$ cat config.mk
export PLATFORM = sky130hd
export DESIGN_NAME = seq_alu
export DESIGN_NICKNAME = d
export VERILOG_FILES = /design/src/rtl/seq_alu.sv
export SDC_FILE = /design/constraint.sdc
export NUM_CORES = 1
export LEC_CHECK = 0
export BUFFER_PORTS_ARGS = -buffer_cell sky130_fd_sc_hd__buf_4
export CAP_MARGIN = 20
export CORE_MARGIN = 3
export CORE_UTILIZATION = 45
export CTS_BUF_LIST = sky130_fd_sc_hd__clkbuf_4 sky130_fd_sc_hd__clkbuf_8
export DETAILED_ROUTE_END_ITERATION = 7
export SYNTH_ARGS = -nofsm -noshare
export SYNTH_HDL_FRONTEND = slang
export SYNTH_SLANG_ARGS = --single-unit
$ cat constraint.sdc
create_clock -name clk -period 8.75 [get_ports clk]
set_clock_uncertainty 0.15 [all_clocks]
set_input_delay 2.625 -clock clk [delete_from_list [all_inputs] [get_ports clk]]
set_output_delay 2.625 -clock clk [all_outputs]
set_load 0.01 [all_outputs]
$ cat src/rtl/seq_alu.sv
// Registered ALU: single-cycle add/sub/logic/SLT, iterative unsigned multiply and divide.
// Optional V/C flag outputs are enabled by defining SEQ_ALU_FLAGS_EN.
module seq_alu #(
  parameter  int unsigned WIDTH = 32,
  localparam int unsigned CNT_W = $clog2(WIDTH)
) (
  input  logic             clk,
  input  logic             reset_n,
  input  logic             start,
  input  logic [3:0]       op,
  input  logic [WIDTH-1:0] A,
  input  logic [WIDTH-1:0] B,
  output logic             ready,
  output logic             done,
  output logic [WIDTH-1:0] Y,
  output logic             Z
`ifdef SEQ_ALU_FLAGS_EN
  ,
  output logic             V,
  output logic             C
`endif
);

  typedef enum logic [1:0] {
    IDLE,
    BUSY,
    DONE
  } state_t;

  state_t               r_state;
  logic [CNT_W-1:0]     r_cnt;
  logic [1:0]           r_op;
  logic [WIDTH-1:0]     r_opnd;
  logic [2*WIDTH-1:0]   r_acc;

  logic [WIDTH-1:0]     w_addend;
  logic [WIDTH-1:0]     w_sum;
  logic [WIDTH-1:0]     w_res;
  logic [WIDTH-1:0]     w_hi;
  logic [WIDTH-1:0]     w_lo;
  logic [WIDTH-1:0]     w_hi_n;
  logic [WIDTH-1:0]     w_lo_n;
  logic [WIDTH-1:0]     w_iter_res;
  logic [WIDTH:0]       w_mac;
  logic [WIDTH:0]       w_trial;
  logic                 w_mul_div;
  logic                 w_last;

  assign ready     = (r_state != BUSY);
  assign w_mul_div = (op[3:2] == 2'b11);
  assign w_last    = (r_cnt == CNT_W'(WIDTH - 1));

  always_comb begin
    w_addend = op[0] ? ~B : B;
    w_sum    = A + w_addend + WIDTH'(op[0]);
    w_res    = '0;
    unique case (op[3:2])
      2'b00: w_res = w_sum;
      2'b01: begin
        unique case (op[1:0])
          2'b00: w_res = A & B;
          2'b01: w_res = A | B;
          2'b10: w_res = A ^ B;
          default: w_res = ~(A | B);
        endcase
      end
      2'b10: w_res = {{(WIDTH-1){1'b0}}, ($signed(A) < $signed(B))};
      default: w_res = '0;
    endcase
  end

`ifdef SEQ_ALU_FLAGS_EN
  logic [WIDTH:0] w_full;
  logic           w_v;
  logic           w_c;

  always_comb begin
    w_full = {1'b0, A} + {1'b0, w_addend} + {{WIDTH{1'b0}}, op[0]};
    w_v    = 1'b0;
    w_c    = 1'b0;
    if (op[3:2] == 2'b00) begin
      w_c = w_full[WIDTH];
      w_v = (A[WIDTH-1] == w_addend[WIDTH-1]) && (w_sum[WIDTH-1] != A[WIDTH-1]);
    end
  end
`endif

  // r_acc upper half is the partial product / remainder, lower half the
  // shifting multiplier / dividend-becoming-quotient.
  always_comb begin
    w_hi    = r_acc[2*WIDTH-1:WIDTH];
    w_lo    = r_acc[WIDTH-1:0];
    w_mac   = {1'b0, w_hi} + (w_lo[0] ? {1'b0, r_opnd} : '0);
    w_trial = {w_hi, w_lo[WIDTH-1]} - {1'b0, r_opnd};
    if (!r_op[1]) begin
      w_hi_n = w_mac[WIDTH:1];
      w_lo_n = {w_mac[0], w_lo[WIDTH-1:1]};
    end else if (!w_trial[WIDTH]) begin
      w_hi_n = w_trial[WIDTH-1:0];
      w_lo_n = {w_lo[WIDTH-2:0], 1'b1};
    end else begin
      w_hi_n = {w_hi[WIDTH-2:0], w_lo[WIDTH-1]};
      w_lo_n = {w_lo[WIDTH-2:0], 1'b0};
    end
    w_iter_res = r_op[0] ? w_hi_n : w_lo_n;
  end

  always_ff @(posedge clk) begin
    if (!reset_n) begin
      r_state <= IDLE;
      r_cnt   <= '0;
      r_op    <= '0;
      r_opnd  <= '0;
      r_acc   <= '0;
      done    <= 1'b0;
      Y       <= '0;
      Z       <= 1'b1;
`ifdef SEQ_ALU_FLAGS_EN
      V       <= 1'b0;
      C       <= 1'b0;
`endif
    end else begin
      done <= 1'b0;
      unique case (r_state)
        BUSY: begin
          r_acc <= {w_hi_n, w_lo_n};
          r_cnt <= r_cnt + CNT_W'(1);
          if (w_last) begin
            r_cnt   <= '0;
            r_state <= DONE;
            done    <= 1'b1;
            Y       <= w_iter_res;
            Z       <= (w_iter_res == '0);
`ifdef SEQ_ALU_FLAGS_EN
            V       <= 1'b0;
            C       <= 1'b0;
`endif
          end
        end
        default: begin
          r_state <= IDLE;
          if (start) begin
            if (w_mul_div) begin
              r_state <= BUSY;
              r_cnt   <= '0;
              r_op    <= op[1:0];
              r_opnd  <= op[1] ? B : A;
              r_acc   <= {{WIDTH{1'b0}}, (op[1] ? A : B)};
            end else begin
              r_state <= DONE;
              done    <= 1'b1;
              Y       <= w_res;
              Z       <= (w_res == '0);
`ifdef SEQ_ALU_FLAGS_EN
              V       <= w_v;
              C       <= w_c;
`endif
            end
          end
        end
      endcase
    end
  end

endmodule

== Yosys cells after proc, flatten, opt, wreduce, memory -nomap -nowiden ==
Index checks and enable logic that the tools add are counted.

* Multiply operators: 0
* Add/sub/neg operators: 5
* Reduce and logical (&&, ||, !) cells: 9
* Shifts and indexed selects: 0
* Multiplexer cells: 34
* Equal/unequal tests: 10
* Bitwise logic cells: 6
* Order comparisons: 1
* Divide/modulo/power cells: 0

{| class="wikitable"
|+ Operator list
! cell !! number
|-
| 32-bit 2-to-1 mux || 12
|-
| 64-bit 2-to-1 mux || 3
|-
| 32-bit one-hot mux with 3 select lines || 2
|-
| 32-bit logical NOT || 2
|-
| 32-bit inverter || 2
|-
| 32-bit by 32-bit adder with 33-bit output || 1
|-
| 33-bit by 32-bit subtractor with 33-bit output || 1
|-
| 32-bit by 1-bit adder with 32-bit output || 1
|-
| 32-bit adder || 1
|-
| 32-bit bitwise AND || 1
|-
| 32-bit less-than comparator || 1
|-
| 32-bit bitwise OR || 1
|-
| 32-bit bitwise XOR || 1
|-
| 5-bit 2-to-1 mux || 4
|-
| 1-bit 2-to-1 mux || 9
|-
| 2-bit 2-to-1 mux || 4
|-
| 2-bit by 1-bit equality test with 1-bit output (second input constant) || 3
|-
| 2-bit equality test (second input constant) || 3
|-
| 3-bit AND reduction || 2
|-
| 5-bit by 1-bit adder with 5-bit output (second input constant) || 1
|-
| 5-bit equality test (second input constant) || 1
|-
| 2-bit logical NOT || 2
|-
| 2-bit by 1-bit inequality test with 1-bit output (second input constant) || 2
|-
| 2-bit nonzero test || 2
|-
| other kinds (3) || 3
|}

* Input port bits: 71
* Latch bits: 0
* Output and inout port bits: 35
* Logic and storage cells: 73
* Memories kept: 0
* Register bits after elaboration: 139
* Memory bits (writable): 0
* ROM bits: 0

== Longest topological paths before layout ==
* Depth after elaboration: 9
* Gate-level depth with buffers: 21
* Depth with buffers taken out: 16

== Worst setup path before layout ==
No wires, ideal clock.

* Path kind: input port to flip-flop
* Start: input port op[0]
* End: register Z
* Buffers on the path: 6
* Required time: 8.513 ns
* Slack: 0.825 ns
* Cell stages on the path: 20
* Data arrival time: 7.688 ns
* Library setup time: 0.087 ns
* Path through: clkbuf_1 -> buf_2 -> buf_1 -> buf_1 -> buf_2 -> buf_1 -> xor2_1 -> ha_1 -> nor2b_4 -> o2111a_1 -> o31a_1 -> a41o_1 -> a211o_1 -> a311o_1 -> a311oi_1 -> nand4_1 -> nor4b_2 -> nand4_1 -> o31a_1 -> o31ai_1

* Longest elaborated chain between the ends: 8
* Elaborated cells between the ends (all ways): 12
* Classes of those cells: add/sub (2); eq/ne (2); mux (6); reduce/logical (2)

{| class="wikitable"
|+ Ends and longest elaborated chain
! element !! RTL line !! text
|-
| start, declared || 10 || <nowiki>input logic [3:0] op,</nowiki>
|-
| 32-bit 2-to-1 mux || 54 || <nowiki>w_addend = op[0] ? ~B : B;</nowiki>
|-
| 32-bit adder || 55 || <nowiki>w_sum = A + w_addend + WIDTH'(op[0]);</nowiki>
|-
| 32-bit by 1-bit adder with 32-bit output || 55 ||
|-
| 32-bit one-hot mux with 3 select lines (*) || 57 || <nowiki>unique case (op[3:2])</nowiki>
|-
| 32-bit logical NOT (*) || 153 || <nowiki>Z <= (w_res == '0);</nowiki>
|-
| 1-bit 2-to-1 mux (*) || 143 || <nowiki>if (w_mul_div) begin</nowiki>
|-
| 1-bit 2-to-1 mux (*) || 142 || <nowiki>if (start) begin</nowiki>
|-
| 1-bit 2-to-1 mux (*) || 124 || <nowiki>unique case (r_state)</nowiki>
|-
| end signal, assigned || 133 || <nowiki>Z <= (w_iter_res == '0);</nowiki>
|-
| end signal, assigned || 153 ||
|-
| end, declared || 16 || <nowiki>output logic Z</nowiki>
|}

Every way passes the cells marked *; elsewhere a longest branch is shown, timed or not. The select of a mux whose other input is x is not followed.
A chain may end at the register's enable or synchronous reset.

== Worst setup path in the final report ==
Same ends and word-level chain as after synthesis.

==> results.txt <==
----------------------------------------------------
[Worst setup path]
  Kind of launch point of the worst setup path ... input pin
  Element type at the critical path end ... flip-flop
  Internal reg-to-reg setup slack ... 3.50 ns
  Crit path DAT ... roughly 7 ns
  Slowest cell on crit path ... o41ai_1
  Biggest fanout along the worst timing path ... 63
  Critical Path RT ... 8.99 ns
  CP dominant cell by count ... nand4_1
  Cell family contributing the most delay on the critical path ... compound AO/OA/AOI/OAI gates
  Worst Setup Path Type ... in2reg
  Delay contributed by the slowest stage of the critical path ... ~0.76 ns
  Cell chain of the critical path ... buf_4, xor2_1, ha_1, nand4_1, o221ai_1, nor3_1, o41ai_1, a211o_1, xnor2_1, a21oi_1, nand3b_1, nor4b_2, nand4_1, o31a_1, o31ai_1
  Critical path buffer and inverter count ... 1

[Detailed routing]
  Via density ... between 6 and 7
  Wire length per cell ... about 21 um
  Antenna-violating nets left ... 0
  Drt total wl ... 60,300 um
  Residual DRC count ... 0
  Initial detailed-routing violation count ... ~1,600
  Overall via count from detail_route ... ~18,000
  Number of iterations in the first detailed-routing pass ... 8

[Clocking]
  CTS sink count ... roughly 140
  TritonCTS clock tree ... done
  Cts-stage hold buffer count ... 0
  Clock slew at reported path FFs ... approximately 0.080 ns
  Post-CTS Setup Bufs ... 0
  Worst-case clock buffer depth ... 2
  Resized Gates After CTS ... 0
  Root buffer cell ... clkbuf_8
  Clock network latency to the later pin of the worst-skew pair ... ~0.48 ns
  Cts bufs inserted ... 17
  Depth of the CTS H-tree ... 4

[Timing]
  Period utilization ... 0.773
  Final setup viols ... 0
  Slew at the pin with the worst max-slew slack ... just under 1 ns
  Final hold violation count ... 0
  Unrepaired setup endpoints after global routing ... no
  Fin Setup TNS ... 0 ns
  Relative slew slack ... 0.353
  Achievable Freq ... approximately 0.15 GHz
  Tmin final ... roughly 6.8 ns
  Slew Limit Fails ... 0

[Global routing]
  Antenna violations before repair ... 0
  Number of global-route vias before repair ... roughly 16,000
  Global Route met3 Usage ... 0.0270
  Global route hottest layer ... met2
  Met1 Track Usage GR ... 0.429
  Global-route wire length before repair ... about 92,000 um
  Leftover overflow at the end of global routing ... 0
  Total global-route track usage ... 0.285
  Pin count of the biggest net entering global routing ... 75
  Grt met2 use ... 0.432

[Logic synthesis]
  Number of warnings issued by yosys ... 0
  Multiplexer area fraction after synthesis ... 0.0746
  Dominant synthesized flop cell ... dfxtp_1
  Adder and majority gate portion of the synthesized area ... 0.144
  Post-synthesis cell type count ... 86
  Post-synthesis compound-gate area fraction ... 0.305
  Synthesized area divided by synthesized cell count ... 7.33 um2
  EDFF count, synth ... 0
  Register bit total from synthesis ... between 100 and 150
  Post-synthesis cell area ... 17,200 um2
  Post-synthesis xor/xnor area fraction ... 0.0546
  Area fraction in and, or, nand and nor cells after synthesis ... 0.194
  Sequential element share of the synthesized area ... 0.162
  Main combinational cell family by area after synthesis ... compound AO/OA/AOI/OAI gates
  Asr flop ratio synth ... 0
  Post-synth net total ... between 2,000 and 3,000
  Synthesized netlist cell count ... about 2,300

[Layout]
  Multi-input gate area in the final layout ... 13,300 um2
  Storage cell area ... 2790 um2
  Fraction of layout instances using a drive strength above 1 ... 0.0884
  Final Net Count ... 2,605
  Antenna Cells ... 0
  Commonest cells after routing, fill and taps aside ... 216 x nor2_1, 211 x a21oi_1, 209 x nand2_1
  Relative area change from synthesis to final layout ... 8.18%
  Most common cell after layout, fill and taps aside ... nor2_1
  Number of filler cells placed in the layout ... around 3,700

[Floorplanning]
  Die extent in y ... 201 um
  Placeable core region ... ~37,000 um2
  Die outline area ... 40,500 um2
  Boundary Pins ... 106
  Std cell rows ... 70
  Initial core utilization ... 0.463
  DIE WIDTH ... 201 um

[Placement]
  GP Congestion ... between 0.9 and 1
  I/O Buffers ... roughly 110
  Detailed Place HPWL ... ~47,000 um

[Job]
  Number of maximum-capacitance constraint violations ... 0

[Power and ir drop]
  Leak pwr ... around 8.4 nW
  Total chip power ... between 2 and 2.5 mW
  Power density over the cells ... approximately 120 nW/um2
  Maximum VDD drop ... between 0.1 and 0.15 mV

[Run status]
  Outcome ... completed

[Worst hold path]
  Min-Delay Path Class ... reg2reg

----------------------------------------------------
[stage by stage]
stage | hold slack [ns] | cell area [um2] | setup slack [ns] | utilization | cells
2_1_floorplan | 0.309 | 17200 | 0.825 | - | 2342
3_3_place_gp | 0.299 | 18200 | 1.16 | 0.491 | 2823
3_5_place_dp | 0.299 | 18200 | 1.52 | 0.491 | 2824
4_1_cts | 0.309 | 18600 | 2.03 | 0.501 | 2856
5_1_grt | 0.332 | 18600 | 1.81 | 0.501 | 2856
6_report | 0.310 | 18600 | 1.99 | 0.501 | 2856
[cell families (layout without fill, tap and decap cells)]
logic type	count (synthesis)	count (layout)
AO/OA/AOI/OAI	778	778
XOR/XNOR	106	106
adder cells (fa/ha/maj)	195	195
buffers and inverters	295	305
flip-flops	139	139
multiplexers	124	124
AND/OR/NAND/NOR	705	705
[area by class of cell]
type / count / area share
multi-input combinational: 1908 / 0.716
tap: 504 / 0.0340
clock buffer: 24 / 0.0158
inverter: 146 / 0.0295
timing repair buffer: 127 / 0.0512
sequential: 139 / 0.150
clock inverter: 8 / 0.00378
[sequential cells by signal, summed over array words and instances, names as in the netlist]
register  count
r_state       2
Y            32
r_opnd       32
r_cnt         5
r_op          2
r_acc        64
done          1
Z             1
[worst paths after layout]
| check | start | endpoint | cells after the start |
|---|---|---|---|
| setup / recovery | op[0] | Z$_SDFFE_PN1P_ | 15 |
| hold / removal | Y[23]$_SDFFE_PN0P_ | Y[23]$_SDFFE_PN0P_ | 2 |
| setup reg to reg | r_acc[31]$_SDFFE_PN0P_ | Z$_SDFFE_PN1P_ | 17 |
| hold reg to reg | Y[23]$_SDFFE_PN0P_ | Y[23]$_SDFFE_PN0P_ | 2 |
[routing by layer]
metal	routed length [um]	up-vias
li1	-	8494
met1	29300	8366
met2	25700	614
met3	3810	73
met4	1480	0
met5	0	-
[Yosys cell counts (13+ instances only)]
| master | instances | share of area |
|---|---|---|
| o211ai_1 | 67 | 0.029 |
| nand3_1 | 50 | 0.015 |
| and2_1 | 49 | 0.018 |
| nor3_1 | 31 | 0.0090 |
| dfxtp_1 | 139 | 0.16 |
| o211a_1 | 36 | 0.021 |
| nand2_1 | 209 | 0.046 |
| nand4_1 | 22 | 0.0080 |
| o21ai_0 | 127 | 0.037 |
| buf_2 | 15 | 0.0044 |
| xnor2_1 | 46 | 0.023 |
| nor2b_1 | 44 | 0.016 |
| a21o_1 | 42 | 0.018 |
| nand2b_1 | 13 | 0.0047 |
| mux2i_1 | 111 | 0.065 |
| a21oi_1 | 211 | 0.062 |
| ha_1 | 192 | 0.14 |
| o21bai_1 | 20 | 0.0088 |
| xor2_1 | 59 | 0.030 |
| clkbuf_1 | 103 | 0.023 |
| inv_1 | 144 | 0.032 |
| a211oi_1 | 104 | 0.046 |
| a31oi_1 | 23 | 0.0084 |
| nor2_1 | 217 | 0.047 |
| o21a_1 | 18 | 0.0079 |
| buf_1 | 30 | 0.0066 |
[worst register-to-register path, delay by kind of cell (launching register included)]
| kind | cells | cell delay, ns |
|---|---|---|
| fa+ha+maj | 2 | 0.68 |
| xor+xnor | 1 | 0.53 |
| flops | 1 | 0.33 |
| simple gates | 5 | 1.41 |
| buf+inv | 3 | 0.70 |
| compound gates | 6 | 1.35 |
[report_power, final]
part	leakage (nW)	total [mW]	internal (mW)	switching, mW
logic	7.04	0.923	0.351	0.572
clock network	0.191	0.515	0.248	0.267
registers	1.13	0.704	0.666	0.0387
Note: power is estimated with default switching activity, not from simulation.
